[src/rtl/mem_dispatcher_pkg.sv]
// rtl/mem_dispatcher_pkg.sv - shared constants and helpers for the memory dispatchers
package mem_dispatcher_pkg;

  localparam logic [2:0] READ_CMD  = 3'b001;
  localparam logic [2:0] WRITE_CMD = 3'b000;

  typedef enum logic [2:0] {
    ST_WAIT_CALIB,
    ST_IDLE,
    ST_FILL,
    ST_CMD,
    ST_FLUSH
  } wr_state_t;

  // Number of bits needed to hold the value v (never less than 1), so a
  // buffer index range 0..v fits.
  function automatic int ceil_log2(input int v);
    int r;
    r = 1;
    while ((v >> r) != 0) r++;
    return r;
  endfunction

  function automatic int word_bytes(input int port_64_bits);
    return (port_64_bits != 0) ? 8 : 4;
  endfunction

  // Byte distance between consecutive full bursts.
  function automatic int burst_step(input int fifo_length, input int port_64_bits);
    return fifo_length * word_bytes(port_64_bits);
  endfunction

endpackage

[src/rtl/mem_wr_skid2.sv]
// rtl/mem_wr_skid2.sv - 2-entry skid FIFO between buffer read data and write port
module mem_wr_skid2 #(
  parameter int DATA_BITS = 32
) (
  input  logic                 clk,
  input  logic                 rst_n,
  input  logic                 push,
  input  logic [DATA_BITS-1:0] push_data,
  input  logic                 pop,
  output logic [DATA_BITS-1:0] head_data,
  output logic [1:0]           count
);

  logic [DATA_BITS-1:0] slot0_q, slot0_d;
  logic [DATA_BITS-1:0] slot1_q, slot1_d;
  logic                 rd_ptr_q, rd_ptr_d;
  logic                 wr_ptr_q, wr_ptr_d;
  logic [1:0]           count_q, count_d;

  // Next-state: the caller never pushes when full nor pops when empty.
  always_comb begin
    slot0_d  = slot0_q;
    slot1_d  = slot1_q;
    rd_ptr_d = rd_ptr_q;
    wr_ptr_d = wr_ptr_q;
    if (push) begin
      if (wr_ptr_q) slot1_d = push_data;
      else          slot0_d = push_data;
      wr_ptr_d = ~wr_ptr_q;
    end
    if (pop) rd_ptr_d = ~rd_ptr_q;
    count_d = count_q + {1'b0, push} - {1'b0, pop};
  end

  // State registers.
  always_ff @(posedge clk or negedge rst_n) begin
    if (!rst_n) begin
      slot0_q  <= '0;
      slot1_q  <= '0;
      rd_ptr_q <= 1'b0;
      wr_ptr_q <= 1'b0;
      count_q  <= 2'd0;
    end else begin
      slot0_q  <= slot0_d;
      slot1_q  <= slot1_d;
      rd_ptr_q <= rd_ptr_d;
      wr_ptr_q <= wr_ptr_d;
      count_q  <= count_d;
    end
  end

  assign head_data = rd_ptr_q ? slot1_q : slot0_q;
  assign count     = count_q;

endmodule

[src/rtl/mem_dispatcher__write.sv]
// rtl/mem_dispatcher__write.sv - streams a local buffer into external memory as burst writes
module mem_dispatcher__write
  import mem_dispatcher_pkg::*;
#(
  parameter int FIFO_LENGTH    = 64,
  parameter int WORDS_TO_WRITE = 640,
  parameter int BUFF_ADDR_BITS = 0,
  parameter int PORT_64_BITS   = 0,
  localparam int ADDR_IN_BITS  = (BUFF_ADDR_BITS == 0) ? ceil_log2(WORDS_TO_WRITE - 1) : BUFF_ADDR_BITS,
  localparam int MEM_PORT_BITS = (PORT_64_BITS != 0) ? 64 : 32
) (
  input  logic                       clk,
  input  logic                       rst_n,
  input  logic                       os_start,
  input  logic [29:0]                init_mem_addr,
  output logic                       busy_write_unit,
  output logic [ADDR_IN_BITS-1:0]    data_in__addr,
  input  logic [MEM_PORT_BITS-1:0]   data_in,
  input  logic                       mem_calib_done,
  output logic                       port_cmd_en,
  output logic [2:0]                 port_cmd_instr,
  output logic [5:0]                 port_cmd_bl,
  output logic [29:0]                port_cmd_byte_addr,
  input  logic                       port_cmd_full,
  output logic                       port_wr_en,
  output logic [MEM_PORT_BITS-1:0]   port_wr_data,
  output logic [MEM_PORT_BITS/8-1:0] port_wr_mask,
  input  logic                       port_wr_full,
  input  logic                       port_wr_empty
);

  // Counters must hold both the full word count and a full burst length.
  localparam int CNT_BITS = (ceil_log2(WORDS_TO_WRITE) > 7) ? ceil_log2(WORDS_TO_WRITE) : 7;
  localparam logic [CNT_BITS-1:0] FIFO_LEN_C = CNT_BITS'(FIFO_LENGTH);
  localparam logic [CNT_BITS-1:0] WORDS_C    = CNT_BITS'(WORDS_TO_WRITE);
  localparam logic [29:0]         STEP_C     = 30'(burst_step(FIFO_LENGTH, PORT_64_BITS));

  wr_state_t             state_q, state_d;
  logic                  busy_q, busy_d;
  logic                  cmd_en_q, cmd_en_d;
  logic [5:0]            cmd_bl_q, cmd_bl_d;
  logic [29:0]           cmd_out_addr_q, cmd_out_addr_d;
  logic [29:0]           cmd_addr_q, cmd_addr_d;
  logic [ADDR_IN_BITS-1:0] fetch_addr_q, fetch_addr_d;
  logic                  rd_valid_q, rd_valid_d;
  logic [CNT_BITS-1:0]   rd_cnt_q, rd_cnt_d;
  logic [CNT_BITS-1:0]   wr_cnt_q, wr_cnt_d;
  logic [CNT_BITS-1:0]   burst_len_q, burst_len_d;
  logic [CNT_BITS-1:0]   remaining_q, remaining_d;

  logic [MEM_PORT_BITS-1:0] skid_head;
  logic [1:0]            skid_count;
  logic                  pop;
  logic                  issue;
  logic [2:0]            occ;
  logic [CNT_BITS-1:0]   rem_next;

  mem_wr_skid2 #(.DATA_BITS(MEM_PORT_BITS)) u_skid (
    .clk       (clk),
    .rst_n     (rst_n),
    .push      (rd_valid_q),
    .push_data (data_in),
    .pop       (pop),
    .head_data (skid_head),
    .count     (skid_count)
  );

  // Write-port handshake and read-issue throttle: a read is allowed only if
  // the skid buffer can still absorb it once every in-flight word lands.
  always_comb begin
    pop   = (state_q == ST_FILL) && (skid_count != 2'd0) && !port_wr_full;
    occ   = {1'b0, skid_count} + {2'b00, rd_valid_q} - {2'b00, pop};
    issue = (state_q == ST_FILL) && (rd_cnt_q != burst_len_q) && (occ < 3'd2);
  end

  // Dispatcher sequencing: calibrate, fetch a burst, command it, flush.
  always_comb begin
    state_d        = state_q;
    cmd_en_d       = 1'b0;
    cmd_bl_d       = cmd_bl_q;
    cmd_out_addr_d = cmd_out_addr_q;
    cmd_addr_d     = cmd_addr_q;
    fetch_addr_d   = fetch_addr_q;
    rd_valid_d     = issue;
    rd_cnt_d       = rd_cnt_q;
    wr_cnt_d       = wr_cnt_q;
    burst_len_d    = burst_len_q;
    remaining_d    = remaining_q;
    rem_next       = remaining_q - burst_len_q;
    case (state_q)
      ST_WAIT_CALIB: if (mem_calib_done) state_d = ST_IDLE;
      ST_IDLE: begin
        if (os_start) begin
          cmd_addr_d   = init_mem_addr;
          remaining_d  = WORDS_C;
          fetch_addr_d = '0;
          rd_cnt_d     = '0;
          wr_cnt_d     = '0;
          burst_len_d  = (WORDS_C > FIFO_LEN_C) ? FIFO_LEN_C : WORDS_C;
          state_d      = ST_FILL;
        end
      end
      ST_FILL: begin
        if (issue) begin
          fetch_addr_d = fetch_addr_q + ADDR_IN_BITS'(1);
          rd_cnt_d     = rd_cnt_q + CNT_BITS'(1);
        end
        if (pop) begin
          wr_cnt_d = wr_cnt_q + CNT_BITS'(1);
          if (wr_cnt_d == burst_len_q) state_d = ST_CMD;
        end
      end
      ST_CMD: begin
        if (!port_cmd_full) begin
          cmd_en_d       = 1'b1;
          cmd_bl_d       = 6'(burst_len_q - CNT_BITS'(1));
          cmd_out_addr_d = cmd_addr_q;
          cmd_addr_d     = cmd_addr_q + STEP_C;
          remaining_d    = rem_next;
          rd_cnt_d       = '0;
          wr_cnt_d       = '0;
          burst_len_d    = (rem_next > FIFO_LEN_C) ? FIFO_LEN_C : rem_next;
          state_d        = (rem_next != '0) ? ST_FILL : ST_FLUSH;
        end
      end
      ST_FLUSH: if (port_wr_empty) state_d = ST_IDLE;
      default: state_d = ST_WAIT_CALIB;
    endcase
    busy_d = (state_d != ST_IDLE);
  end

  // State and registered outputs.
  always_ff @(posedge clk or negedge rst_n) begin
    if (!rst_n) begin
      state_q        <= ST_WAIT_CALIB;
      busy_q         <= 1'b1;
      cmd_en_q       <= 1'b0;
      cmd_bl_q       <= 6'd0;
      cmd_out_addr_q <= 30'd0;
      cmd_addr_q     <= 30'd0;
      fetch_addr_q   <= '0;
      rd_valid_q     <= 1'b0;
      rd_cnt_q       <= '0;
      wr_cnt_q       <= '0;
      burst_len_q    <= '0;
      remaining_q    <= '0;
    end else begin
      state_q        <= state_d;
      busy_q         <= busy_d;
      cmd_en_q       <= cmd_en_d;
      cmd_bl_q       <= cmd_bl_d;
      cmd_out_addr_q <= cmd_out_addr_d;
      cmd_addr_q     <= cmd_addr_d;
      fetch_addr_q   <= fetch_addr_d;
      rd_valid_q     <= rd_valid_d;
      rd_cnt_q       <= rd_cnt_d;
      wr_cnt_q       <= wr_cnt_d;
      burst_len_q    <= burst_len_d;
      remaining_q    <= remaining_d;
    end
  end

  assign busy_write_unit    = busy_q;
  assign data_in__addr      = fetch_addr_q;
  assign port_cmd_en        = cmd_en_q;
  assign port_cmd_instr     = WRITE_CMD;
  assign port_cmd_bl        = cmd_bl_q;
  assign port_cmd_byte_addr = cmd_out_addr_q;
  assign port_wr_en         = pop;
  assign port_wr_data       = skid_head;
  assign port_wr_mask       = '0;

endmodule
[config.mk]
export PLATFORM = sky130hd
export DESIGN_NAME = mem_dispatcher__write
export DESIGN_NICKNAME = d
export VERILOG_FILES = /design/src/rtl/mem_dispatcher_pkg.sv /design/src/rtl/mem_wr_skid2.sv /design/src/rtl/mem_dispatcher__write.sv
export SDC_FILE = /design/constraint.sdc
export NUM_CORES = 1
export LEC_CHECK = 0
export ABC_AREA = 1
export BUFFER_PORTS_ARGS = -buffer_cell sky130_fd_sc_hd__buf_2
export CAP_MARGIN = 20
export CORE_ASPECT_RATIO = 1.2
export CORE_MARGIN = 1.5
export CORE_UTILIZATION = 52
export CTS_CLUSTER_DIAMETER = 80
export CTS_CLUSTER_SIZE = 25
export DETAILED_ROUTE_END_ITERATION = 10
export PLACE_DENSITY = 0.74
export SLEW_MARGIN = 15
export SYNTH_ARGS = -nofsm -noshare
export SYNTH_HDL_FRONTEND = slang
export SYNTH_SLANG_ARGS = --single-unit
export TNS_END_PERCENT = 10
[constraint.sdc]
create_clock -name clk -period 3.5 [get_ports clk]
set_input_delay 0.525 -clock clk [delete_from_list [all_inputs] [get_ports clk]]
set_output_delay 0.525 -clock clk [all_outputs]
set_load 0.01 [all_outputs]
## Word level (Yosys, flattened, before mapping)

Cells that the tools add are included.
W data, S select, Z words.

- Register bits: 190
- Latch bits: 0
- Bits in writable memories: 0
- ROM bits: 0
- Output and inout bits: 88
- Word-level logic and storage cells: 90
- Memories: 0

- Add/subtract/negate cells: 10
- $mul: 0
- Divide/modulo/power cells: 0
- Magnitude comparators: 2
- Equality and inequality tests: 11
- Shift-type cells: 0
- Muxes and demuxes: 29
- Bitwise logic cells: 3
- Reduce and logical (&&, ||, !) cells: 18

Operators with widths:

| cell | count |
|---|---|
| $mux W10 | 10 |
| $mux W30 | 2 |
| $pmux W10 S2 | 3 |
| $pmux W10 S3 | 2 |
| $pmux W30 S2 | 1 |
| $mux W32 | 1 |
| $add A10 B1 Y10 const B | 3 |
| $add A30 B9 Y30 const B | 1 |
| $mux W3 | 7 |
| $pmux W3 S5 | 1 |
| $eq A10 B10 Y1 | 1 |
| $gt A10 B7 Y1 const B | 1 |
| $ne A10 B10 Y1 | 1 |
| $reduce_bool A10 Y1 | 1 |
| $sub A10 B10 Y10 | 1 |
| $reduce_and A4 Y1 | 2 |
| $eq A3 B2 Y1 const B | 2 |
| $ne A2 B2 Y1 const B | 3 |
| $reduce_and A2 Y1 | 3 |
| $reduce_and A3 Y1 | 2 |
| $reduce_bool A2 Y1 | 3 |
| $sub A6 B1 Y6 const B | 1 |
| $logic_and A1 B1 Y1 | 4 |
| $add A2 B1 Y3 | 1 |
| 13 further kinds | 16 |

## Longest topological paths before layout

- Depth after elaboration: 8
- Mapped depth: 18

## By module

From an unflattened synthesis, not the netlist that was laid out.

- Cell total of the unflattened synthesis: 1266
- Area, all modules: 9922.0 µm²

By module, submodules not included:

| module | times used | cells an instance | area each (µm²) | seq. area each (µm²) |
|---|---|---|---|---|
| mem_dispatcher__write | 1 | 905 | 6944.2 | 3054.2 |
| mem_wr_skid2 | 1 | 361 | 2977.9 | 1701.6 |

## Worst setup path after synthesis

OpenSTA, ideal clock, no wires.

- Path type: reg2reg
- Start: register state_q[0]
- End: register fetch_addr_q[3], in the netlist data_in__addr[3]
- Library setup time: 0.117 ns
- Arrival time: 2.682 ns
- Required time: 3.383 ns
- Path slack: 0.701 ns
- Cell stages (with the launch flop): 17
- Buffers on the path: 1
- Cell sequence: dfrtp_1 -> nor3_4 -> nand2_1 -> inv_1 -> ha_1 -> inv_1 -> ha_1 -> inv_1 -> fa_1 -> xor2_1 -> nor3_2 -> nand2_1 -> nand2_2 -> nand3_2 -> buf_4 -> nand2_1 -> nand2_1

- Word-level cells in the longest chain between the ends: 8
- Elaborated cells between the ends (all ways): 13
- Those cells by class: add/sub: 1; order compare: 1; eq/ne: 4; mux: 1; reduce/logical: 6

RTL lines:

| item | line | text |
|---|---|---|
| start, declared | mem_dispatcher__write.sv:38 | `wr_state_t state_q, state_d;` |
| start signal, assigned | mem_dispatcher__write.sv:148 | `state_q <= state_d;` |
| $eq A3 B2 Y1 | mem_dispatcher__write.sv:71 | `pop = (state_q == ST_FILL) && (skid_count != 2'd0) && !port_wr_full;` |
| $logic_and A1 B1 Y1 (2 in series) | mem_dispatcher__write.sv:71 |  |
| named net port_wr_en | mem_dispatcher__write.sv:25 | `output logic port_wr_en,` |
| $sub A3 B1 Y3 | mem_dispatcher__write.sv:72 | `occ = {1'b0, skid_count} + {2'b00, rd_valid_q} - {2'b00, pop};` |
| $lt A3 B2 Y1 | mem_dispatcher__write.sv:73 | `issue = (state_q == ST_FILL) && (rd_cnt_q != burst_len_q) && (occ < 3'd2);` |
| $logic_and A1 B1 Y1 | mem_dispatcher__write.sv:73 |  |
| $ne A2 B2 Y1 (no line) | -- |  |
| $reduce_and A3 Y1 (no line) | -- |  |
| end signal, assigned | mem_dispatcher__write.sv:154 | `fetch_addr_q <= fetch_addr_d;` |
| end, declared | mem_dispatcher__write.sv:44 | `logic [ADDR_IN_BITS-1:0] fetch_addr_q, fetch_addr_d;` |

The timed path passes the listed nets, and every way through them passes these cells.
A chain may end at the register's enable or synchronous reset.

## Worst setup path in the final report

- Start: register state_q[2]
- End: register fetch_addr_q[3], in the netlist data_in__addr[3]

- Word-level cells in the longest chain between the ends: 8
- Elaborated cells between the ends (all ways): 13
- Those cells by class: add/sub: 1; order compare: 1; eq/ne: 4; mux: 1; reduce/logical: 6

RTL lines:

| item | line |
|---|---|
| $eq A3 B2 Y1 | mem_dispatcher__write.sv:71, mem_dispatcher__write.sv:73, mem_dispatcher__write.sv:90 |
| $logic_and A1 B1 Y1 (2 in series) | mem_dispatcher__write.sv:71 |
| $sub A3 B1 Y3 | mem_dispatcher__write.sv:72 |
| $lt A3 B2 Y1 | mem_dispatcher__write.sv:73 |
| $logic_and A1 B1 Y1 | mem_dispatcher__write.sv:73 |
| $ne A2 B2 Y1 (no line) | -- |
| $reduce_and A3 Y1 (no line) | -- |

Several ways; a longest one is shown, not always the timed one.

==> results.json <==
{
  "antenna_found_initial": 2,
  "multiInputGateArea_um2": 4333,
  "wl_per_cell_um": 14.01,
  "htreeDepth": 4,
  "crit_fanout": 14,
  "place_congestion": 0.9007,
  "fillers": 1734,
  "power_leakage_nw": 6.047,
  "first_pass_iters": 6,
  "drc_errors": 0,
  "required_ns": 3.82,
  "critPathArrivalTime_ns": 3.30,
  "synthDistinctLibCells": 43,
  "synth_top_area_share_pct": 47.84,
  "yosysWarnings": 0,
  "power_per_cell_area_nw_per_um2": 879.2,
  "ys_ff_latch": 190,
  "postSynthCellCount": 1298,
  "finalClockSkew_ns": 0.008455,
  "insertion_delay_ns": 0.44,
  "fmax_mhz": 336.0,
  "worstPathCellList": "nor3_4, nand2_1, inv_1, ha_1, inv_1, ha_1, inv_1, fa_1, xor2_1, nor3_2, nand2_1, nand2_2, nand3_2, clkinv_1, nand2_1, nand2_1",
  "layout.nets": 1522,
  "grt_usage_pct": 24.82,
  "worstMarginPinSlew_ns": 0.6069,
  "hpwl_um": 16770,
  "port_buffers": 149,
  "cts_setup_buffers": 0,
  "totalWireLength_um": 23860,
  "start_kind": "flip-flop",
  "clock_sinks": 190,
  "clk_pin_slew_worst_paths_ns": 0.07,
  "die_h_um": 154.0,
  "rr_startpoint": "state_q[2]",
  "rsz0062_at_grt": "false",
  "final_cell_mix": "nand2_1 (472), dfrtp_1 (189), buf_2 (148), inv_1 (141), o21ai_0 (116)",
  "first_iter_violations": 637,
  "rows": 55,
  "vias": 8787,
  "cts_buffers": 17,
  "n_antenna_cell": 0,
  "ctsLongestPathBuffers": 2,
  "crit_type": "reg -> reg",
  "synthTopCellsByArea": "dfrtp_1 (48%), nand2_1 (18%), o21ai_0 (5.9%)",
  "cpMaxStageDelayCell": "dfrtp_1",
  "finalMaxSlewViolations": 0,
  "syn_avg_cell_area_um2": 7.616,
  "period_share_pct": 85.04,
  "outcome": "complete, no violations",
  "vias_per_cell": 5.160,
  "grt_max_degree": 72,
  "critPathMostFrequentCell": "nand2_1",
  "die_w_um": 128.9,
  "finalPower_mw": 10.05,
  "critPathMaxStageDelay_ns": 0.44,
  "cp_top_family": "simple AND/OR/NAND/NOR gates",
  "setup_viol": 0,
  "finalCriticalPeriod_ns": 2.976,
  "end_kind": "flip-flop",
  "relSlewSlack_pct": 59.54,
  "max_cap_viol_count": 0,
  "globalRouteOverflowTotal": 0,
  "drive_gt1_share_pct": 15.83,
  "cts_tree": "done",
  "drtAntennaViolNets": 0,
  "vdd_drop_max_v": 0.0004055,
  "cts-root-buf": "clkbuf_16",
  "cts_resized": 0,
  "die_area_um2": 19850,
  "setup_tns_ns": 0,
  "final_common_cell": "nand2_1",
  "cts_hold_buf": 0,
  "ios": 157,
  "hold_viol_final": 0,
  "syn-cell-area_um2": 9886,
  "grt_pass1_wl_um": 39160,
  "startpoint": "state_q[2]",
  "area_delta_synth_final_pct": 15.66,
  "yosysTopAreaCell": "dfrtp_1",
  "hold_path.class": "in -> async",
  "seq_area_frac_synth_pct": 48.11,
  "core_um2": 18720,
  "grt_pass1_vias": 8059,
  "path_buf_inv": 4,
  "start_util_pct": 52.81,
  "seq_area_um2": 4756
}
-- final timing paths --
check,slack [ns],end,cells after the start
max in group asynchronous,2.57,busy_write_unit,2
worst max register to register,0.52,data_in__addr[3],16
worst max-delay path,0.52,data_in__addr[3],16
worst min-delay path,0.1,u_skid.slot1_q[28],1
worst min register to register,0.47,port_cmd_byte_addr[5],2
min in group clk,0.29,cmd_addr_q[7],3
-- cell usage after synthesis (all sizes together) --
cell type  number
a31oi           3
inv           149
nor3           17
and2            1
o211ai          2
nand3          63
conb            1
dfstp           1
buf            20
or2             8
nand2         479
fa              2
xnor2           7
a211oi          2
o21a            1
xor2           22
nand3b          1
nand4          20
a32o            2
a22oi           3
nor2           78
dfrtp         189
ha             17
o31ai           1
clkbuf         30
o22ai          15
a21oi          18
clkinv          2
nor4            2
o21ai         142
-- cell type report --
cell class / count / area share, %
Clock buffer: 18 / 3.754
Clock inverter: 14 / 0.9740
Inverter: 151 / 5.023
Multi-Input combinational cell: 913 / 37.90
Sequential cell: 190 / 41.60
Tap cell: 256 / 2.801
Timing Repair Buffer: 161 / 7.956
-- cells by family (layout without fill, tap and decap cells) --
logic type | after synthesis | count (layout) | synth area share, %
other | 1 | 7 | 0.03793
xor gates and xnor gates | 29 | 29 | 2.569
DFF | 190 | 190 | 48.11
AOI/OAI and AO/OA | 189 | 189 | 10.51
adders and majority gates | 19 | 19 | 2.557
and+or+nand+nor | 669 | 669 | 27.91
buffers and inverters | 201 | 344 | 8.316
-- flip-flops by register name (all words and copies together) (netlist names) --
register            cells
u_skid.slot0_q         32
u_skid.slot1_q         32
cmd_addr_q             30
port_cmd_byte_addr     30
burst_len_q            10
data_in__addr          10
rd_cnt_q               10
remaining_q            10
wr_cnt_q               10
port_cmd_bl             6
state_q                 3
u_skid.count            2
busy_write_unit         1
port_cmd_en             1
rd_valid_q              1
u_skid.rd_ptr_q         1
u_skid.wr_ptr_q         1
-- per-stage QoR --
step	setup slack (ns)	cell area [um^2]	util [%]	std cells	hold slack, ns
floorplan	0.7006	9908	-	1304	0.2294
global placement	0.5885	10820	57.79	1668	0.4511
detailed placement	0.5249	10820	57.79	1668	0.4526
CTS	0.5432	11360	60.68	1700	0.1148
global route	0.2832	11430	61.08	1703	0.1398
finish	0.5237	11430	61.08	1703	0.09732
-- per-layer routing --
| metal | track usage [%] | part of all wire, % | wire, um |
|---|---|---|---|
| met5 | 0 | 0 | 0 |
| met1 | 32.15 | 43 | 10240 |
| met4 | 9.096 | 2.4 | 583 |
| met2 | 41.35 | 49 | 11610 |
| met3 | 4.732 | 6.0 | 1428 |
-- where the power goes --
part | total, mW | internal (mW) | switching [mW] | leakage [nW]
Combinational | 4.50 | 1.60 | 2.90 | 3.41
Clock | 1.81 | 0.924 | 0.886 | 0.257
Sequential | 3.74 | 3.10 | 0.647 | 2.38
Total | 10.1 | 5.62 | 4.43 | 6.05
-- worst reg2reg max path, delay by kind of cell (launching register included) --
family                   cells  cell delay (ns)
adder cells (fa/ha/maj)      3             0.74
AND/OR/NAND/NOR              8             1.02
XOR/XNOR                     1             0.20
buffers and inverters        4             0.48
flip-flops                   1             0.44
No activity file was read; power rests on OpenSTA's default activity.
